$ cat src/rtl/alu_pkg.sv
// rtl/alu_pkg.sv - shared ALU opcode enum, RV32I decode constants and decoded-entry struct
package alu_pkg;

    typedef enum logic [3:0] {
        ALU_NONE = 4'd0,
        ALU_ADD  = 4'd1,
        ALU_SUB  = 4'd2,
        ALU_AND  = 4'd3,
        ALU_OR   = 4'd4,
        ALU_XOR  = 4'd5,
        ALU_NOT  = 4'd6,
        ALU_SLL  = 4'd7,
        ALU_SRL  = 4'd8,
        ALU_SRA  = 4'd9,
        ALU_ROL  = 4'd10
    } alu_op_t;

    localparam logic [6:0] OPC_OP     = 7'b0110011;
    localparam logic [6:0] OPC_OP_IMM = 7'b0010011;
    localparam logic [6:0] OPC_LUI    = 7'b0110111;
    localparam logic [6:0] OPC_AUIPC  = 7'b0010111;

    localparam logic [2:0] F3_ADD = 3'b000;
    localparam logic [2:0] F3_SLL = 3'b001;
    localparam logic [2:0] F3_XOR = 3'b100;
    localparam logic [2:0] F3_SR  = 3'b101;
    localparam logic [2:0] F3_OR  = 3'b110;
    localparam logic [2:0] F3_AND = 3'b111;

    localparam logic [6:0] F7_BASE = 7'b0000000;
    localparam logic [6:0] F7_ALT  = 7'b0100000;
    localparam logic [6:0] F7_ROT  = 7'b0110000;

    typedef struct packed {
        alu_op_t     alu_op;
        logic [31:0] a;
        logic [31:0] b;
        logic [4:0]  rd;
        logic        rd_we;
        logic        illegal;
    } alu_entry_t;

endpackage

$ cat src/rtl/alu_issue_skid.sv
// rtl/alu_issue_skid.sv - two-entry valid/ready skid buffer (output reg + skid reg) with flush
module alu_issue_skid #(
    parameter int W = 8
) (
    input  logic         clk,
    input  logic         rst,
    input  logic         flush,
    input  logic         in_valid,
    output logic         in_ready,
    input  logic [W-1:0] in_data,
    output logic         out_valid,
    input  logic         out_ready,
    output logic [W-1:0] out_data
);

    logic         out_valid_q, out_valid_d;
    logic         skid_valid_q, skid_valid_d;
    logic         in_ready_q, in_ready_d;
    logic [W-1:0] out_data_q, out_data_d;
    logic [W-1:0] skid_data_q, skid_data_d;
    logic         accept, drain;

    always_comb begin
        accept       = in_valid && in_ready_q;
        drain        = out_valid_q && out_ready;
        out_valid_d  = out_valid_q;
        out_data_d   = out_data_q;
        skid_valid_d = skid_valid_q;
        skid_data_d  = skid_data_q;
        if (flush) begin
            out_valid_d  = 1'b0;
            skid_valid_d = 1'b0;
        end else if (!out_valid_q || drain) begin
            // in_ready is low whenever skid holds data, so skid and accept never collide
            if (skid_valid_q) begin
                out_valid_d  = 1'b1;
                out_data_d   = skid_data_q;
                skid_valid_d = 1'b0;
            end else begin
                out_valid_d = accept;
                if (accept) out_data_d = in_data;
            end
        end else if (accept) begin
            skid_valid_d = 1'b1;
            skid_data_d  = in_data;
        end
        in_ready_d = !skid_valid_d;
    end

    always_ff @(posedge clk or posedge rst) begin
        if (rst) begin
            out_valid_q  <= 1'b0;
            skid_valid_q <= 1'b0;
            in_ready_q   <= 1'b1;
            out_data_q   <= '0;
            skid_data_q  <= '0;
        end else begin
            out_valid_q  <= out_valid_d;
            skid_valid_q <= skid_valid_d;
            in_ready_q   <= in_ready_d;
            out_data_q   <= out_data_d;
            skid_data_q  <= skid_data_d;
        end
    end

    assign in_ready  = in_ready_q;
    assign out_valid = out_valid_q;
    assign out_data  = out_data_q;

endmodule

$ cat src/rtl/alu_issue_decoder.sv
// rtl/alu_issue_decoder.sv - decodes RV32I OP/OP-IMM/LUI/AUIPC (+ROL) into ALU op and operands
module alu_issue_decoder
    import alu_pkg::*;
#(
    parameter int CNT_W  = 16,
    parameter int EN_ROL = 1
) (
    input  logic             clk,
    input  logic             rst,
    input  logic             flush,
    input  logic             in_valid,
    output logic             in_ready,
    input  logic [31:0]      in_instr,
    input  logic [31:0]      in_pc,
    input  logic [31:0]      in_rs1_data,
    input  logic [31:0]      in_rs2_data,
    output logic             out_valid,
    input  logic             out_ready,
    output logic [3:0]       out_alu_op,
    output logic [31:0]      out_a,
    output logic [31:0]      out_b,
    output logic [4:0]       out_rd,
    output logic             out_rd_we,
    output logic             out_illegal,
    output logic [CNT_W-1:0] illegal_count
);

    function automatic alu_entry_t decode(input logic [31:0] instr, input logic [31:0] pc,
                                          input logic [31:0] rs1, input logic [31:0] rs2);
        alu_entry_t e;
        logic [2:0] f3;
        logic [6:0] f7;
        f3       = instr[14:12];
        f7       = instr[31:25];
        e        = '0;
        e.alu_op = ALU_NONE;
        e.rd     = instr[11:7];
        case (instr[6:0])
            OPC_OP: begin
                e.a = rs1;
                e.b = rs2;
                if (f7 == F7_BASE) begin
                    case (f3)
                        F3_ADD:  e.alu_op = ALU_ADD;
                        F3_AND:  e.alu_op = ALU_AND;
                        F3_OR:   e.alu_op = ALU_OR;
                        F3_XOR:  e.alu_op = ALU_XOR;
                        F3_SLL:  e.alu_op = ALU_SLL;
                        F3_SR:   e.alu_op = ALU_SRL;
                        default: e.alu_op = ALU_NONE;
                    endcase
                end else if (f7 == F7_ALT && f3 == F3_ADD) begin
                    e.alu_op = ALU_SUB;
                end else if (f7 == F7_ALT && f3 == F3_SR) begin
                    e.alu_op = ALU_SRA;
                end else if (EN_ROL != 0 && f7 == F7_ROT && f3 == F3_SLL) begin
                    e.alu_op = ALU_ROL;
                end
            end
            OPC_OP_IMM: begin
                e.a = rs1;
                e.b = {{20{instr[31]}}, instr[31:20]};
                case (f3)
                    F3_ADD: e.alu_op = ALU_ADD;
                    F3_AND: e.alu_op = ALU_AND;
                    F3_OR:  e.alu_op = ALU_OR;
                    F3_XOR: e.alu_op = (instr[31:20] == 12'hFFF) ? ALU_NOT : ALU_XOR;
                    F3_SLL: begin
                        e.b = {27'b0, instr[24:20]};
                        if (f7 == F7_BASE) e.alu_op = ALU_SLL;
                    end
                    F3_SR: begin
                        e.b = {27'b0, instr[24:20]};
                        if (f7 == F7_BASE)     e.alu_op = ALU_SRL;
                        else if (f7 == F7_ALT) e.alu_op = ALU_SRA;
                    end
                    default: e.alu_op = ALU_NONE;
                endcase
            end
            OPC_LUI: begin
                e.alu_op = ALU_ADD;
                e.b      = {instr[31:12], 12'b0};
            end
            OPC_AUIPC: begin
                e.alu_op = ALU_ADD;
                e.a      = pc;
                e.b      = {instr[31:12], 12'b0};
            end
            default: e.alu_op = ALU_NONE;
        endcase
        // Anything left undecoded travels down the pipe as an inert, flagged entry
        if (e.alu_op == ALU_NONE) begin
            e.a       = '0;
            e.b       = '0;
            e.illegal = 1'b1;
        end
        e.rd_we = !e.illegal && (e.rd != 5'd0);
        return e;
    endfunction

    alu_entry_t       dec_entry, out_entry;
    logic [CNT_W-1:0] cnt_q, cnt_d;

    assign dec_entry = decode(in_instr, in_pc, in_rs1_data, in_rs2_data);

    alu_issue_skid #(.W($bits(alu_entry_t))) u_skid (
        .clk       (clk),
        .rst       (rst),
        .flush     (flush),
        .in_valid  (in_valid),
        .in_ready  (in_ready),
        .in_data   (dec_entry),
        .out_valid (out_valid),
        .out_ready (out_ready),
        .out_data  (out_entry)
    );

    always_comb begin
        cnt_d = cnt_q;
        if (in_valid && in_ready && !flush && dec_entry.illegal && (cnt_q != {CNT_W{1'b1}}))
            cnt_d = cnt_q + {{(CNT_W-1){1'b0}}, 1'b1};
    end

    always_ff @(posedge clk or posedge rst) begin
        if (rst) cnt_q <= '0;
        else     cnt_q <= cnt_d;
    end

    assign out_alu_op    = out_entry.alu_op;
    assign out_a         = out_entry.a;
    assign out_b         = out_entry.b;
    assign out_rd        = out_entry.rd;
    assign out_rd_we     = out_entry.rd_we;
    assign out_illegal   = out_entry.illegal;
    assign illegal_count = cnt_q;

endmodule

$ cat config.mk
export PLATFORM = sky130hd
export DESIGN_NAME = alu_issue_decoder
export DESIGN_NICKNAME = d
export VERILOG_FILES = /design/src/rtl/alu_pkg.sv /design/src/rtl/alu_issue_skid.sv /design/src/rtl/alu_issue_decoder.sv
export SDC_FILE = /design/constraint.sdc
export NUM_CORES = 1
export LEC_CHECK = 0
export BUFFER_PORTS_ARGS = -buffer_cell sky130_fd_sc_hd__clkbuf_2
export CAP_MARGIN = 10
export CELL_PAD_IN_SITES_DETAIL_PLACEMENT = 0
export CELL_PAD_IN_SITES_GLOBAL_PLACEMENT = 2
export CORE_ASPECT_RATIO = 2
export CORE_MARGIN = 1
export CORE_UTILIZATION = 36
export DETAILED_ROUTE_END_ITERATION = 16
export PLACE_DENSITY_LB_ADDON = 0.15
export SETUP_SLACK_MARGIN = 0.5
export SYNTH_ARGS = -nofsm -noshare
export SYNTH_HDL_FRONTEND = slang
export SYNTH_HIERARCHICAL = 1
export SYNTH_SLANG_ARGS = --single-unit
$ cat constraint.sdc
create_clock -name clk -period 5.6 [get_ports clk]
set_input_delay 0.28 -clock clk [delete_from_list [all_inputs] [get_ports clk]]
set_output_delay 0.28 -clock clk [all_outputs]
set_load 0.01 [all_outputs]
==> key figures <==
GRT
  • Largest net degree at the start of global routing: 96
  • Gr ovfl total: 0
  • Initial antenna violation count: 2
  • Vias in the first global route: 7203
  • Tot GR Track Use: 0.202
  • First-pass GRT wire length: 39.6 mm

Setup path
  • RR Startpoint: illegal_count[0]
  • R2R Path End: illegal_count[9]
  • CP Launch Type: input pin
  • Worst Path Arrival: 3600 ps
  • WP data required: 5920 ps
  • CP max stage delay: 760 ps
  • Crit path cell chain: clkbuf_2 > and4b_1 > o2111ai_1 > a31oi_1 > a2111oi_1 > and3_4 > buf_4 > a21oi_2 > mux2_2 > mux2_2
  • Cell mode on critical path: mux2_2
  • CP max FO: 42
  • Slowest stage cell, crit path: and3_4
  • Flop2flop setup slack: 3250 ps
  • FF-to-FF path depth: 8
  • Setup CP Type: input pin to flip-flop
  • Kind of end point of the critical path: flip-flop

Pwr
  • Sw Pwr: 0.668 mW
  • Sw Share: 0.244
  • Flop pwr share: 0.477
  • Clk pwr share: 0.426
  • Leak Pwr: 5.23 nW
  • Worst vdd ir: 0.149 mV
  • Comb power frac: 0.097
  • Int Pwr: 2.07 mW
  • Power per cell area: 249 nW/um^2

Synthesis
  • Yosys Warn Count: 6
  • Top cells by area, synth: dfrtp_1 46%, mux2_2 21%, mux2_1 6.4%, nor2_4 4.8%, a22oi_1 4.7%
  • Post-synth cell types: 55
  • Sequential share of the synthesized area: 0.460
  • Synth async-reset ratio: 1.00
  • Avg Inst Size Synth: 13.0 sq um
  • Syn Inst Count: 707
  • Synth Flop Type: dfrtp_1
  • Mapped cell area: 9190 sq um
  • Synth area leader: dfrtp_1
  • Syn nets: 841
  • Yosys reg bits: 169
  • Synth top area share: 0.457
  • Post-synth EDFFs: 0

Clocking
  • Post-cts repair resize count: 0
  • Setup Buffers After CTS: 0
  • H-tree depth: 4
  • Sink Count: 169
  • Worst-Skew Late Latency: 440 ps
  • Clock slew at reported path FFs: 60 ps
  • CTS root buffer: clkbuf_16
  • CTS buffer count: 17
  • Hold-fix buffers, CTS: 1
  • Max Root-Sink Buffers: 2
  • TritonCTS clock tree: built

Die
  • IO Count: 226
  • Die ar.: 26200 sq um
  • Initial core utilization: 0.367
  • Area of the core: 25000 sq um
  • Num rows: 82
  • Die width: 115 microns
  • Die height: 228 microns

Route
  • Initial drt markers: 280
  • Avg WL per Cell: 19.5 microns
  • Routed Antenna Nets: 0
  • DR DRC count: 0
  • Routed vias: 6426
  • DR pass1 iterations: 4
  • Via density: 5.10
  • Detailed Route WL: 24.6 mm

Cells and area
  • Fraction of layout cells with a size suffix above 1: 0.560
  • Commonest non-fill, non-tap cell in the layout: clkbuf_2
  • Fin area: 11000 sq um
  • Layout Area Growth over Synthesis: 19.7%
  • Post-route insts no fill: 1260
  • Final antenna diode count: 0
  • Most frequent cells in the layout: 225 x clkbuf_2, 175 x mux2_2, 167 x dfrtp_1
  • Post-layout nets: 1045

STA
  • Final worst path period share: 0.586
  • RSZ-0062 raised after global routing: no
  • Setup violators final: 0
  • Clk_skew: 6.27 ps
  • WHS: 92.9 ps
  • Setup TNS: 0 ps
  • Final min period: 3280 ps
  • Achievable frequency: 305 MHz
  • Final WS setup: 2320 ps
  • Relative slew slack: 0.197
  • Final hold viol count: 0
  • Slew @ Worst Pin: 1200 ps
  • Max-slew violation count: 0

Placed design
  • Final Wtd Congestion: 0.828
  • DP Cell Count: 1227
  • Final HPWL DP: 17.6 mm
  • Port bufs: 225
  • Setup slack after placement: 1820 ps
  • Area after DPL: 10400 sq um

Min path
  • Min-delay src: in_instr[8]
  • Hold WC Path Type: input pin to flip-flop
  • Worst hold stages: 2
  • Worst Hold End: u_skid/skid_data_q[3]

Outcome
  • Status: complete, no violations

Job
  • Max cap viols: 0
## cells by family (layout without fill, tap and decap cells)
kind of cell,after synthesis,count (layout),synth area share
DFF,169,169,0.460
buffers and inverters,58,275,0.0494
adders and majority gates,1,1,0.00136
AOI/OAI and AO/OA,98,98,0.0840
and+or+nand+nor,134,134,0.107
muxes,232,232,0.284
xor gates and xnor gates,15,15,0.0143
## per-stage QoR
step | total power, mW | utilization
2_1_floorplan | 1.47 | -
3_3_place_gp | 1.59 | 0.416
3_5_place_dp | 1.60 | 0.416
4_1_cts | 2.79 | 0.440
5_1_grt | 2.85 | 0.440
6_report | 2.74 | 0.440
## cells in the mapped netlist, types with 2 or more instances
library cell / count
nor2b_1: 5
xnor2_1: 14
nand2b_1: 3
buf_8: 5
a21oi_2: 21
buf_2: 11
nor2_4: 39
nor3_1: 6
and3_1: 7
nand3_1: 7
a22oi_1: 57
mux2_1: 52
nor4_1: 2
nor2_1: 16
a21oi_1: 3
buf_1: 3
dfrtp_1: 168
buf_4: 5
mux2i_1: 5
a31oi_1: 4
mux2_2: 175
clkbuf_1: 13
buf_12: 4
nor4_2: 2
nand2_1: 16
nor3b_1: 3
o21ai_0: 4
buf_6: 11
inv_1: 6
nand4_1: 14
nand3_2: 2
## per-layer routing
metal | up-vias | track usage | part of all wire
met5 | - | 0 | 0.00089
met4 | 4 | 0.0795 | 0.026
met3 | 32 | 0.0534 | 0.052
met2 | 183 | 0.377 | 0.56
met1 | 3209 | 0.208 | 0.36
li1 | 2998 | - | -
## state kept, by name, summed over array words and instances (netlist names)
| name | cells |
|---|---|
| u_skid/out_valid | 1 |
| u_skid/skid_data_q | 75 |
| u_skid/out_data | 75 |
| illegal_count | 16 |
| u_skid/skid_valid_q | 1 |
| u_skid/in_ready | 1 |
## cell type report
type / instances / area (sq um)
fill: 2469 / 14000
multi-input combinational: 480 / 4530
sequential: 169 / 4230
timing repair buffer: 237 / 1220
clock buffer: 24 / 482
tap: 336 / 420
clock inverter: 8 / 93.8
inverter: 6 / 27.5
## power groups by stage
stage	Sequential (mW)	Combinational [mW]	Clock, mW
floorplan	1.33	0.143	0
finish	1.30	0.265	1.17
global placement	1.32	0.265	0
global route	1.31	0.291	1.25
CTS	1.30	0.272	1.21
detailed placement	1.33	0.271	0
## critical path, delay by kind of cell
kind	cells	cell delay [ps]
AOI/OAI and AO/OA	4	770
buffers and inverters	2	920
muxes	2	580
and+or+nand+nor	2	1030
## worst max path at each step
stage | start | to | slack [ps] | cells past startpoint
2_1_floorplan | rst | u_skid/out_data[0] | 1200 | 1
3_3_place_gp | in_instr[29] | u_skid/out_data[32] | 1890 | 10
3_5_place_dp | in_instr[5] | u_skid/out_data[35] | 1820 | 10
4_1_cts | in_instr[5] | u_skid/out_data[35] | 2280 | 10
5_1_grt | in_instr[5] | u_skid/out_data[32] | 2140 | 10
6_report | in_instr[5] | u_skid/out_data[35] | 2320 | 10
Power figures use the tool's default switching activity.
